$ cat config.mk
export PLATFORM = sky130hd
export DESIGN_NAME = ppu_pixel_fifo
export DESIGN_NICKNAME = d
export VERILOG_FILES = /design/src/rtl/ppu_pixel_fifo.sv
export SDC_FILE = /design/constraint.sdc
export NUM_CORES = 1
export LEC_CHECK = 0
export ABC_AREA = 1
export BUFFER_PORTS_ARGS = -buffer_cell sky130_fd_sc_hd__buf_4
export CAP_MARGIN = 20
export CORE_MARGIN = 4
export CORE_UTILIZATION = 45
export DETAILED_ROUTE_END_ITERATION = 6
export GPL_ROUTABILITY_DRIVEN = 0
export PLACE_DENSITY = 0.79
export SKIP_LAST_GASP = 1
export SYNTH_ARGS = -nofsm -noshare
export SYNTH_HDL_FRONTEND = slang
export SYNTH_SLANG_ARGS = --single-unit
$ cat constraint.sdc
create_clock -name clk -period 2.7 [get_ports clk]
set_clock_uncertainty 0.15 [all_clocks]
set_input_delay 0.405 -clock clk [delete_from_list [all_inputs] [get_ports clk]]
set_output_delay 0.405 -clock clk [all_outputs]
set_load 0.005 [all_outputs]
$ cat src/rtl/ppu_pixel_fifo.sv
// Background pixel FIFO with per-entry sprite overlay, fine-scroll discard and palette mixing.
// Tile rows are pushed at the tail and sprite rows are merged into the head window.
module ppu_pixel_fifo #(
    parameter int DEPTH  = 16,
    parameter int TILE_W = 8,
    parameter int CNT_W  = $clog2(DEPTH) + 1
) (
    input  logic              clk,
    input  logic              rst,
    input  logic              clear,
    input  logic [2:0]        discard,
    input  logic              push_valid,
    output logic              push_ready,
    input  logic [TILE_W-1:0] push_lo,
    input  logic [TILE_W-1:0] push_hi,
    input  logic              sp_valid,
    output logic              sp_ready,
    input  logic [TILE_W-1:0] sp_lo,
    input  logic [TILE_W-1:0] sp_hi,
    input  logic              sp_pal,
    input  logic              sp_prio,
    input  logic              pop_en,
    input  logic              bg_en,
    input  logic [7:0]        bgp,
    input  logic [7:0]        obp0,
    input  logic [7:0]        obp1,
    output logic [1:0]        px_out,
    output logic              px_valid,
    output logic [CNT_W-1:0]  count
);
    localparam int PTR_W  = $clog2(DEPTH);
    localparam int LANE_W = $clog2(TILE_W);
    localparam logic [PTR_W-1:0] TILE_P = PTR_W'(TILE_W);
    localparam logic [CNT_W-1:0] TILE_C = CNT_W'(TILE_W);
    localparam logic [CNT_W-1:0] ROOM_C = CNT_W'(DEPTH - TILE_W);

    logic [1:0]       bg_mem   [DEPTH];
    logic [1:0]       sp_mem   [DEPTH];
    logic             pal_mem  [DEPTH];
    logic             prio_mem [DEPTH];

    logic [PTR_W-1:0] head_reg, tail_reg;
    logic [CNT_W-1:0] count_reg, count_next;
    logic [2:0]       disc_reg;
    logic [1:0]       px_out_reg;
    logic             px_valid_reg;

    logic             push_fire, merge_fire, pop_fire;
    logic [1:0]       shade_next;

    // Lane-reversed copies so lane 0 is the leftmost pixel.
    logic [TILE_W-1:0] push_lo_r, push_hi_r, sp_lo_r, sp_hi_r;

    logic [PTR_W-1:0] push_off  [DEPTH];
    logic [PTR_W-1:0] merge_off [DEPTH];
    logic             push_win  [DEPTH];
    logic             merge_hit [DEPTH];
    logic [1:0]       push_bg   [DEPTH];
    logic [1:0]       merge_sp  [DEPTH];

    assign push_ready = (count_reg <= ROOM_C);
    assign sp_ready   = (count_reg >= TILE_C) && !pop_en;
    assign push_fire  = push_valid && push_ready;
    assign merge_fire = sp_valid && sp_ready;
    assign pop_fire   = pop_en && (count_reg != '0);

    assign px_out   = px_out_reg;
    assign px_valid = px_valid_reg;
    assign count    = count_reg;

    generate
        for (genvar gi = 0; gi < TILE_W; gi++) begin : g_lane
            assign push_lo_r[gi] = push_lo[TILE_W-1-gi];
            assign push_hi_r[gi] = push_hi[TILE_W-1-gi];
            assign sp_lo_r[gi]   = sp_lo[TILE_W-1-gi];
            assign sp_hi_r[gi]   = sp_hi[TILE_W-1-gi];
        end

        // Each entry's distance from tail/head tells whether it lies in the push or merge window.
        for (genvar gi = 0; gi < DEPTH; gi++) begin : g_entry
            assign push_off[gi]  = PTR_W'(gi) - tail_reg;
            assign merge_off[gi] = PTR_W'(gi) - head_reg;
            assign push_win[gi]  = (push_off[gi] < TILE_P);
            assign push_bg[gi]   = {push_hi_r[push_off[gi][LANE_W-1:0]],
                                    push_lo_r[push_off[gi][LANE_W-1:0]]};
            assign merge_sp[gi]  = {sp_hi_r[merge_off[gi][LANE_W-1:0]],
                                    sp_lo_r[merge_off[gi][LANE_W-1:0]]};
            assign merge_hit[gi] = (merge_off[gi] < TILE_P) && (sp_mem[gi] == 2'd0)
                                   && (merge_sp[gi] != 2'd0);
        end
    endgenerate

    // Push and merge windows never overlap: both can fire only at count == TILE_W.
    always_ff @(posedge clk) begin
        if (!rst && !clear) begin
            for (int i = 0; i < DEPTH; i++) begin
                if (push_fire && push_win[i]) begin
                    bg_mem[i]   <= push_bg[i];
                    sp_mem[i]   <= 2'd0;
                    pal_mem[i]  <= 1'b0;
                    prio_mem[i] <= 1'b0;
                end else if (merge_fire && merge_hit[i]) begin
                    sp_mem[i]   <= merge_sp[i];
                    pal_mem[i]  <= sp_pal;
                    prio_mem[i] <= sp_prio;
                end
            end
        end
    end

    always_comb begin
        logic [1:0] b;
        logic [7:0] obp_sel;
        b          = bg_en ? bg_mem[head_reg] : 2'd0;
        obp_sel    = pal_mem[head_reg] ? obp1 : obp0;
        shade_next = bgp[{b, 1'b0} +: 2];
        if (sp_mem[head_reg] != 2'd0 && !(prio_mem[head_reg] && b != 2'd0))
            shade_next = obp_sel[{sp_mem[head_reg], 1'b0} +: 2];
    end

    always_comb begin
        count_next = count_reg;
        if (push_fire)
            count_next = count_next + TILE_C;
        if (pop_fire)
            count_next = count_next - CNT_W'(1);
    end

    always_ff @(posedge clk) begin
        if (rst) begin
            head_reg     <= '0;
            tail_reg     <= '0;
            count_reg    <= '0;
            disc_reg     <= '0;
            px_out_reg   <= 2'd0;
            px_valid_reg <= 1'b0;
        end else if (clear) begin
            head_reg     <= '0;
            tail_reg     <= '0;
            count_reg    <= '0;
            disc_reg     <= discard;
            px_valid_reg <= 1'b0;
        end else begin
            px_valid_reg <= 1'b0;
            count_reg    <= count_next;
            if (push_fire)
                tail_reg <= tail_reg + TILE_P;
            if (pop_fire) begin
                head_reg <= head_reg + PTR_W'(1);
                if (disc_reg != 3'd0) begin
                    disc_reg <= disc_reg - 3'd1;
                end else begin
                    px_valid_reg <= 1'b1;
                    px_out_reg   <= shade_next;
                end
            end
        end
    end
endmodule

==> report_table.html, run 1 <==
<table>
<tr><th>Metric</th><th>Value</th></tr>
<tr><th colspan="2">Logic synthesis</th></tr>
<tr><td>Mean cell area of the mapped netlist</td><td>between 8 and 9 um^2</td></tr>
<tr><td>Synthesized instance count</td><td>797</td></tr>
<tr><td>Most area-hungry cell type in the Yosys netlist</td><td>edfxtp_1</td></tr>
<tr><td>Most frequent cell after synthesis</td><td>nand2_1</td></tr>
<tr><td>Number of enable-type register cells in the synthesized netlist</td><td>96</td></tr>
<tr><td>Async set or reset register ratio after synthesis</td><td>0</td></tr>
<tr><td>Proportion of netlist area held by the largest area contributor</td><td>0.448</td></tr>
<tr><td>Share of synthesized area occupied by flip-flops and latches</td><td>0.510</td></tr>
<tr><td>Yosys warning total</td><td>0</td></tr>
<tr><td>FF+latch count, synth</td><td>about 120</td></tr>
<tr><td>Syn Std Cell Area</td><td>~6400 um^2</td></tr>
<tr><td>Count of cell types in the netlist</td><td>34</td></tr>
<tr><td>Cell types with the highest counts after synthesis</td><td>202 x nand2_1, 128 x nor2_1, 96 x edfxtp_1</td></tr>
<tr><td>Top_reg_cell synth</td><td>edfxtp_1</td></tr>
<tr><td>Dominant cells by area after synthesis</td><td>edfxtp_1 45%, nand2_1 12%, nor2_1 7.5%, dfxtp_1 6.2%, nand3_1 5.1%</td></tr>
<tr><td>Post-Synthesis Net Count</td><td>around 880</td></tr>
<tr><th colspan="2">Setup path</th></tr>
<tr><td>Crit path required time</td><td>about 2.6 ns</td></tr>
<tr><td>Reg2reg path depth</td><td>11</td></tr>
<tr><td>Crit end category</td><td>flop</td></tr>
<tr><td>Category of the most critical setup path</td><td>reg -&gt; reg</td></tr>
<tr><td>Endpoint of the lowest-slack register-to-register path</td><td>prio_mem[7]$_DFFE_PP_</td></tr>
<tr><td>Highest net fanout along the worst path</td><td>5</td></tr>
<tr><td>CP arrival</td><td>between 2 and 2.5 ns</td></tr>
<tr><td>Startpoint of the worst register-to-register path</td><td>count[1]$_SDFFE_PN0P_</td></tr>
<tr><td>Reg-to-reg setup timing slack</td><td>about 0.18 ns</td></tr>
<tr><td>Critical Path Source Type</td><td>flop</td></tr>
<tr><th colspan="2">Finish</th></tr>
<tr><td>Synth-to-layout area growth</td><td>20.5%</td></tr>
<tr><td>Nets</td><td>approximately 960</td></tr>
<tr><td>Finished Layout Cells</td><td>1,072</td></tr>
<tr><td>Antenna cells</td><td>0</td></tr>
<tr><td>Registers with the highest flip-flop counts</td><td>bg_mem (32), sp_mem (32)</td></tr>
<tr><td>Ratio of cells with drive above 1 in the final layout</td><td>0.158</td></tr>
<tr><td>Finished layout cell area</td><td>7750 um^2</td></tr>
<tr><td>Utilization after layout</td><td>0.556</td></tr>
<tr><th colspan="2">Floorplan</th></tr>
<tr><td>Count of standard-cell rows</td><td>43</td></tr>
<tr><td>Die height</td><td>~130 um</td></tr>
<tr><td>Top-level I/O count</td><td>78</td></tr>
<tr><td>Die outline area</td><td>16,300 um^2</td></tr>
<tr><td>Initial Util</td><td>0.462</td></tr>
<tr><td>Placeable core region</td><td>13,900 um^2</td></tr>
<tr><td>Horizontal die dimension</td><td>128 um</td></tr>
<tr><th colspan="2">Clock tree</th></tr>
<tr><td>Clock-pin slew reported for the worst setup and hold paths after clock tree synthesis</td><td>0.06 ns</td></tr>
<tr><td># H-tree levels</td><td>4</td></tr>
<tr><td>Clock buffers created by TritonCTS</td><td>17</td></tr>
<tr><td>CTS tree</td><td>yes</td></tr>
<tr><td>Setup Fix Bufs, Post-CTS</td><td>0</td></tr>
<tr><td>Number of sinks handled by clock tree synthesis</td><td>116</td></tr>
<tr><td>Root Driver</td><td>clkbuf_16</td></tr>
<tr><td>CTS-repair resized insts</td><td>0</td></tr>
<tr><td>Clk_lat worst skew</td><td>between 0.4 and 0.5 ns</td></tr>
<tr><td>Number of hold-repair buffers added at the cts stage</td><td>0</td></tr>
<tr><td>Max clock buf depth</td><td>2</td></tr>
<tr><th colspan="2">Pwr</th></tr>
<tr><td>Largest voltage drop on the vdd net</td><td>441 uV</td></tr>
<tr><td>Pwr dens</td><td>around 630 nW/um^2</td></tr>
<tr><td>Static Leakage</td><td>3.39 nW</td></tr>
<tr><th colspan="2">Global route</th></tr>
<tr><td>Remaining Overflow, GRT</td><td>0</td></tr>
<tr><td>Initial antenna violation count</td><td>0</td></tr>
<tr><td>Largest net degree at the start of global routing</td><td>57</td></tr>
<tr><td>Global-route wire length before repair</td><td>25,800 um</td></tr>
<tr><td>Total routing resource utilization after global routing</td><td>0.200</td></tr>
<tr><td>Vias in the first global route</td><td>5,471</td></tr>
<tr><th colspan="2">Min path</th></tr>
<tr><td>Start point of the worst hold path</td><td>push_hi[4]</td></tr>
<tr><td>Class of the tightest hold or removal check</td><td>in -&gt; reg</td></tr>
<tr><td>Min-Delay Endpoint</td><td>bg_mem[3][1]$_DFFE_PP_</td></tr>
<tr><td>Cell depth of the worst min-delay path</td><td>1</td></tr>
<tr><th colspan="2">STA</th></tr>
<tr><td>Count of final max-slew check failures</td><td>0</td></tr>
<tr><td>Worst path setup slack after routing</td><td>about 0.18 ns</td></tr>
<tr><td>Minimum period implied by the final worst setup slack</td><td>about 2.5 ns</td></tr>
<tr><td>Final count of negative-setup-slack endpoints</td><td>0</td></tr>
<tr><td>Headroom to the max-slew limit</td><td>0.512</td></tr>
<tr><td>Final count of hold timing violations</td><td>0</td></tr>
<tr><td>Highest achievable clock rate</td><td>0.396 GHz</td></tr>
<tr><td>Unrepaired setup endpoints after global routing</td><td>false</td></tr>
<tr><td>Pin slew with the least headroom to its limit</td><td>0.731 ns</td></tr>
<tr><td>Share of the clock period used by the worst path</td><td>0.934</td></tr>
<tr><td>Total negative setup slack</td><td>0 ns</td></tr>
<tr><th colspan="2">Detailed routing</th></tr>
<tr><td>TritonRoute pass-1 iters</td><td>5</td></tr>
<tr><td>Vias post-DR</td><td>5,626</td></tr>
<tr><td>Starting DRC count in detailed routing</td><td>640</td></tr>
<tr><td>Number of nets with antenna violations after routing</td><td>0</td></tr>
<tr><td>Drt via density</td><td>about 5.2</td></tr>
<tr><td>Average wire per cell in the routed design</td><td>about 15 um</td></tr>
<tr><td>Routed wire length</td><td>roughly 16,000 um</td></tr>
<tr><td>Residual DRC</td><td>0</td></tr>
<tr><th colspan="2">Placement</th></tr>
<tr><td>Pre-CTS worst setup slack</td><td>0.177 ns</td></tr>
<tr><td># placed instances</td><td>1,040</td></tr>
<tr><td>Total cell area at the placement stage</td><td>7190 um^2</td></tr>
<tr><td>Number of input and output port buffers inserted</td><td>73</td></tr>
<tr><td>DP HPWL</td><td>11,400 um</td></tr>
<tr><th colspan="2">Job</th></tr>
<tr><td>Count of maximum capacitance violations</td><td>0</td></tr>
<tr><th colspan="2">Status</th></tr>
<tr><td>Result of the run</td><td>finished clean</td></tr>
</table>
==> kinds of logic after synthesis <==
logic type	count (synthesis)	share of synthesized area
compound gates	113	0.0951
xor+xnor	9	0.0122
fa+ha+maj	12	0.0233
flops	116	0.510
simple gates	430	0.280
buf+inv	117	0.0797
==> cell usage in the layout (no fill, tap or decap), types with 8 or more instances in the layout <==
| cell | netlist | final |
|---|---|---|
| a21oi_1 | 16 | 16 |
| buf_4 | 5 | 92 |
| clkbuf_16 | 0 | 17 |
| dfxtp_1 | 20 | 19 |
| edfxtp_1 | 96 | 96 |
| ha_1 | 12 | 12 |
| inv_1 | 82 | 81 |
| nand2_1 | 202 | 202 |
| nand3_1 | 65 | 65 |
| nand4_1 | 8 | 8 |
| nor2_1 | 128 | 128 |
| nor4_1 | 8 | 8 |
| o211ai_1 | 11 | 11 |
| o21ai_0 | 61 | 59 |
| o21ai_1 | 17 | 19 |
==> power breakdown <==
part	switching, mW	leakage [nW]	internal, mW
clock network	0.794	0.271	1.34
logic	0.490	2.11	0.280
registers	0.0242	1.02	1.98
total	1.31	3.39	3.60
==> worst max-delay path by stage <==
stage | from | endpoint | slack, ns
5_1_grt | count[0]$_SDFFE_PN0P_ | pal_mem[15]$_DFFE_PP_ | 0.005
6_report | count[1]$_SDFFE_PN0P_ | prio_mem[7]$_DFFE_PP_ | 0.18
3_3_place_gp | head_reg[1]$_SDFFE_PN0P_ | sp_mem[12][0]$_SDFFCE_PN0P_ | 0.27
2_1_floorplan | count[0]$_SDFFE_PN0P_ | pal_mem[10]$_DFFE_PP_ | 0.03
4_1_cts | head_reg[1]$_SDFFE_PN0P_ | prio_mem[6]$_DFFE_PP_ | 0.17
3_5_place_dp | head_reg[1]$_SDFFE_PN0P_ | sp_mem[12][1]$_SDFFCE_PN0P_ | 0.18
==> critical path, cell delays in order (launching register included) <==
cell and delay, ns:
dfxtp_1 0.38, inv_1 0.08, ha_1 0.18, inv_1 0.05
nor2_1 0.04, nand3_1 0.12, nand2_1 0.10, nand2_1 0.17
nor2_1 0.09, nor4_1 0.39, nand2_1 0.19, nand2_1 0.25
==> cell type report <==
class	instances	area (um^2)
fillers	1230	6180
flip-flops and latches	116	3280
multi-input cells	564	2640
repair buffers	93	711
clock buffers	17	425
inverters	87	327
well taps	180	225
clock inverters	15	140
==> per-layer routing <==
layer | track usage | vias to the layer above | share of wire
li1 | - | 2809 | -
met1 | 0.256 | 2551 | 0.41
met2 | 0.332 | 229 | 0.49
met3 | 0.0514 | 37 | 0.076
met4 | 0.0668 | 0 | 0.024
met5 | 0 | - | 0
==> through the flow <==
| step | hold slack [ns] | total power [mW] |
|---|---|---|
| final | 0.0349 | 4.91 |
| after global routing | 0.0189 | 5.13 |
| after CTS | 0.0224 | 4.92 |
| after detailed placement | 0.328 | 2.80 |
| after global placement | 0.318 | 2.78 |
| after floorplan | 0.301 | 2.53 |
(Power assumes the default switching activity.)
==> run 2, diff against run 1 <==
- HOLD_SLACK_MARGIN: default -> 0.05
- SETUP_SLACK_MARGIN: default -> 0.3
- SKIP_CTS_REPAIR_TIMING: default -> 1
==> run 2 against run 1 <==
- cell area increased by 7.1%
- setup slack gained 0.18 ns
- critical endpoint is now sp_mem[12][1]$_SDFFCE_PN0P_
- worst hold slack better by 0.083 ns
- final cell count rose by 2.9%
- largest power group unchanged
==> report_table.html, run 2 (synthesized netlist as in run 1, its figures left out) <==
<table>
<tr><th>Metric</th><th>Value</th></tr>
<tr><th colspan="2">Status</th></tr>
<tr><td>Result of the run</td><td>finished clean</td></tr>
<tr><th colspan="2">Floorplan</th></tr>
<tr><td>Count of standard-cell rows</td><td>43 (unchanged)</td></tr>
<tr><td>Initial Util</td><td>0.462 (unchanged)</td></tr>
<tr><td>Placeable core region</td><td>13,900 um^2 (unchanged)</td></tr>
<tr><td>Die height</td><td>128 um (unchanged)</td></tr>
<tr><td>Horizontal die dimension</td><td>128 um (unchanged)</td></tr>
<tr><td>Top-level I/O count</td><td>78 (unchanged)</td></tr>
<tr><td>Die outline area</td><td>16,300 um^2 (unchanged)</td></tr>
<tr><th colspan="2">STA</th></tr>
<tr><td>Minimum period implied by the final worst setup slack</td><td>2.34 ns (-0.181 ns)</td></tr>
<tr><td>Highest achievable clock rate</td><td>0.427 GHz (+7.7%)</td></tr>
<tr><td>Headroom to the max-slew limit</td><td>0.562 (+0.0504)</td></tr>
<tr><td>Unrepaired setup endpoints after global routing</td><td>false</td></tr>
<tr><td>Worst path setup slack after routing</td><td>0.359 ns (+0.181 ns)</td></tr>
<tr><td>Share of the clock period used by the worst path</td><td>0.867 (-0.0671)</td></tr>
<tr><td>Total negative setup slack</td><td>0 ns (unchanged)</td></tr>
<tr><td>Final count of negative-setup-slack endpoints</td><td>0 (unchanged)</td></tr>
<tr><td>Worst slack on hold paths</td><td>0.118 ns (+0.0832 ns)</td></tr>
<tr><td>Count of final max-slew check failures</td><td>0 (unchanged)</td></tr>
<tr><td>Pin slew with the least headroom to its limit</td><td>0.656 ns (-0.0756 ns)</td></tr>
<tr><td>Final count of hold timing violations</td><td>0 (unchanged)</td></tr>
<tr><th colspan="2">Setup path</th></tr>
<tr><td>Startpoint of the worst register-to-register path</td><td>head_reg[1]$_SDFFE_PN0P_</td></tr>
<tr><td>Reg2reg path depth</td><td>8 (-3)</td></tr>
<tr><td>Category of the most critical setup path</td><td>reg -&gt; reg</td></tr>
<tr><td>Critical path destination</td><td>sp_mem[12][1]$_SDFFCE_PN0P_</td></tr>
<tr><td>Highest net fanout along the worst path</td><td>7 (+2)</td></tr>
<tr><td>CP arrival</td><td>2.30 ns (-0.17 ns)</td></tr>
<tr><td>Crit end category</td><td>flop</td></tr>
<tr><td>Crit path required time</td><td>2.66 ns (+0.02 ns)</td></tr>
<tr><td>Endpoint of the lowest-slack register-to-register path</td><td>sp_mem[12][1]$_SDFFCE_PN0P_</td></tr>
<tr><td>Critical path launch point</td><td>head_reg[1]$_SDFFE_PN0P_</td></tr>
<tr><td>Critical Path Source Type</td><td>flop</td></tr>
<tr><td>Reg-to-reg setup timing slack</td><td>0.36 ns (+0.18 ns)</td></tr>
<tr><th colspan="2">Placement</th></tr>
<tr><td>Pre-CTS worst setup slack</td><td>0.205 ns (+0.0281 ns)</td></tr>
<tr><td>DP HPWL</td><td>11,500 um (+0.46%)</td></tr>
<tr><td># placed instances</td><td>1,040 (unchanged)</td></tr>
<tr><td>Total cell area at the placement stage</td><td>7190 um^2 (about the same)</td></tr>
<tr><td>Number of input and output port buffers inserted</td><td>73 (unchanged)</td></tr>
<tr><th colspan="2">Detailed routing</th></tr>
<tr><td>Number of nets with antenna violations after routing</td><td>0 (unchanged)</td></tr>
<tr><td>Drt via density</td><td>5.35 (+2.0%)</td></tr>
<tr><td>Residual DRC</td><td>0 (unchanged)</td></tr>
<tr><td>Routed wire length</td><td>17,200 um (+8.4%)</td></tr>
<tr><td>Vias post-DR</td><td>5,902 (+4.9%)</td></tr>
<tr><td>TritonRoute pass-1 iters</td><td>5 (unchanged)</td></tr>
<tr><td>Detail Route met3 WL</td><td>1380 um (+14%)</td></tr>
<tr><td>Starting DRC count in detailed routing</td><td>787 (+23%)</td></tr>
<tr><td>Met2 WL post-DR</td><td>8120 um (+5.3%)</td></tr>
<tr><td>Top layer in use</td><td>met4</td></tr>
<tr><td>Met1 Routed Length</td><td>7080 um (+7.5%)</td></tr>
<tr><td>Average wire per cell in the routed design</td><td>15.6 um (+5.4%)</td></tr>
<tr><th colspan="2">Finish</th></tr>
<tr><td>Utilization after layout</td><td>0.596 (+0.0395)</td></tr>
<tr><td>Nets</td><td>990 (+3.2%)</td></tr>
<tr><td>Synth-to-layout area growth</td><td>29.0%</td></tr>
<tr><td>Most common library cell in the layout ignoring fill and taps</td><td>nand2_1</td></tr>
<tr><td>Top library cells by usage in the layout, fill and taps aside</td><td>186 x nand2_1, 122 x nor2_1, 100 x buf_4</td></tr>
<tr><td>Ratio of cells with drive above 1 in the final layout</td><td>0.219 (+0.0608)</td></tr>
<tr><td>Registers with the highest flip-flop counts</td><td>bg_mem (32), sp_mem (32)</td></tr>
<tr><td>Antenna cells</td><td>0 (unchanged)</td></tr>
<tr><td>Finished layout cell area</td><td>8300 um^2 (+7.1%)</td></tr>
<tr><td>Finished Layout Cells</td><td>1,103 (+2.9%)</td></tr>
<tr><th colspan="2">Min path</th></tr>
<tr><td>Class of the tightest hold or removal check</td><td>in -&gt; reg</td></tr>
<tr><th colspan="2">Pwr</th></tr>
<tr><td>Pwr dens</td><td>613 nW/um^2 (-3.3%)</td></tr>
<tr><td>Static Leakage</td><td>3.60 nW (+6.1%)</td></tr>
<tr><td>Total design power</td><td>5.09 mW (+3.6%)</td></tr>
<tr><td>Largest voltage drop on the vdd net</td><td>520 uV (+18%)</td></tr>
<tr><th colspan="2">Clock tree</th></tr>
<tr><td>CTS tree</td><td>yes</td></tr>
<tr><td># H-tree levels</td><td>4 (unchanged)</td></tr>
<tr><td>Clk_lat worst skew</td><td>0.42 ns (about the same)</td></tr>
<tr><td>Clock buffers created by TritonCTS</td><td>17 (unchanged)</td></tr>
<tr><td>Number of sinks handled by clock tree synthesis</td><td>116 (unchanged)</td></tr>
<tr><td>Max clock buf depth</td><td>2 (unchanged)</td></tr>
<tr><td>Clock-pin slew reported for the worst setup and hold paths after clock tree synthesis</td><td>0.06 ns (about the same)</td></tr>
<tr><td>Root Driver</td><td>clkbuf_16</td></tr>
<tr><th colspan="2">Global route</th></tr>
<tr><td>Vias in the first global route</td><td>5,481 (+0.18%)</td></tr>
<tr><td>Initial antenna violation count</td><td>0 (unchanged)</td></tr>
<tr><td>Total routing resource utilization after global routing</td><td>0.204 (+0.00346)</td></tr>
<tr><td>Largest net degree at the start of global routing</td><td>57 (unchanged)</td></tr>
<tr><td>Remaining Overflow, GRT</td><td>0 (unchanged)</td></tr>
<tr><td>Global-route wire length before repair</td><td>26,200 um (+1.7%)</td></tr>
<tr><th colspan="2">Job</th></tr>
<tr><td>Count of maximum capacitance violations</td><td>0 (unchanged)</td></tr>
</table>
[run 2: cell count changes in the layout (fill, tap and decap cells not counted), sizes merged]
cell,before,now
buf,93,105
clkinvlp,3,5
bufinv,2,1
clkbuf,17,25
inv,87,84
clkinv,10,6
dlygate4sd3,0,17
[run 2: how the worst min path moves through the flow]
| stage | start | endpoint | depth (start not counted) |
|---|---|---|---|
| 2_1_floorplan | disc_reg[2]$_SDFFE_PP0P_ | disc_reg[2]$_SDFFE_PP0P_ | 2 |
| 5_1_grt | discard[0] | disc_reg[0]$_SDFFE_PP0P_ | 3 |
| 3_3_place_gp | count[0]$_SDFFE_PN0P_ | count[0]$_SDFFE_PN0P_ | 2 |
| 6_report | discard[0] | disc_reg[0]$_SDFFE_PP0P_ | 3 |
| 3_5_place_dp | tail_reg[3]$_SDFFE_PN0N_ | tail_reg[3]$_SDFFE_PN0N_ | 2 |
| 4_1_cts | push_hi[6] | bg_mem[1][1]$_DFFE_PP_ | 1 |
[run 2: final cells by class]
class	instances	area (um^2)
clock buffers	24	513
clock inverters	8	72.6
fillers	1139	5630
inverters	87	343
multi-input cells	564	2850
flip-flops and latches	116	3290
well taps	180	225
repair buffers	123	1000
repair inverters	1	7.51
[run 2: critical path: stages (launching register included)]
cell,delay [ns]
dfxtp_1,0.36
clkinv_2,0.10
ha_4,0.31
clkinvlp_4,0.15
o21ai_1,0.25
o21ai_1,0.14
nand2_1,0.12
nand4_1,0.23
nand2_2,0.23
[run 2: metal layers]
layer | global-route usage | vias to the layer above
met5 | 0 | -
met4 | 0.0880 | 0
met3 | 0.0531 | 61
met2 | 0.323 | 295
met1 | 0.264 | 2671
li1 | - | 2875
[run 2: report_power, final]
part	total (mW)	internal [mW]	switching, mW
clock	2.19	1.41	0.783
combinational	0.885	0.341	0.543
sequential	2.01	1.98	0.0286
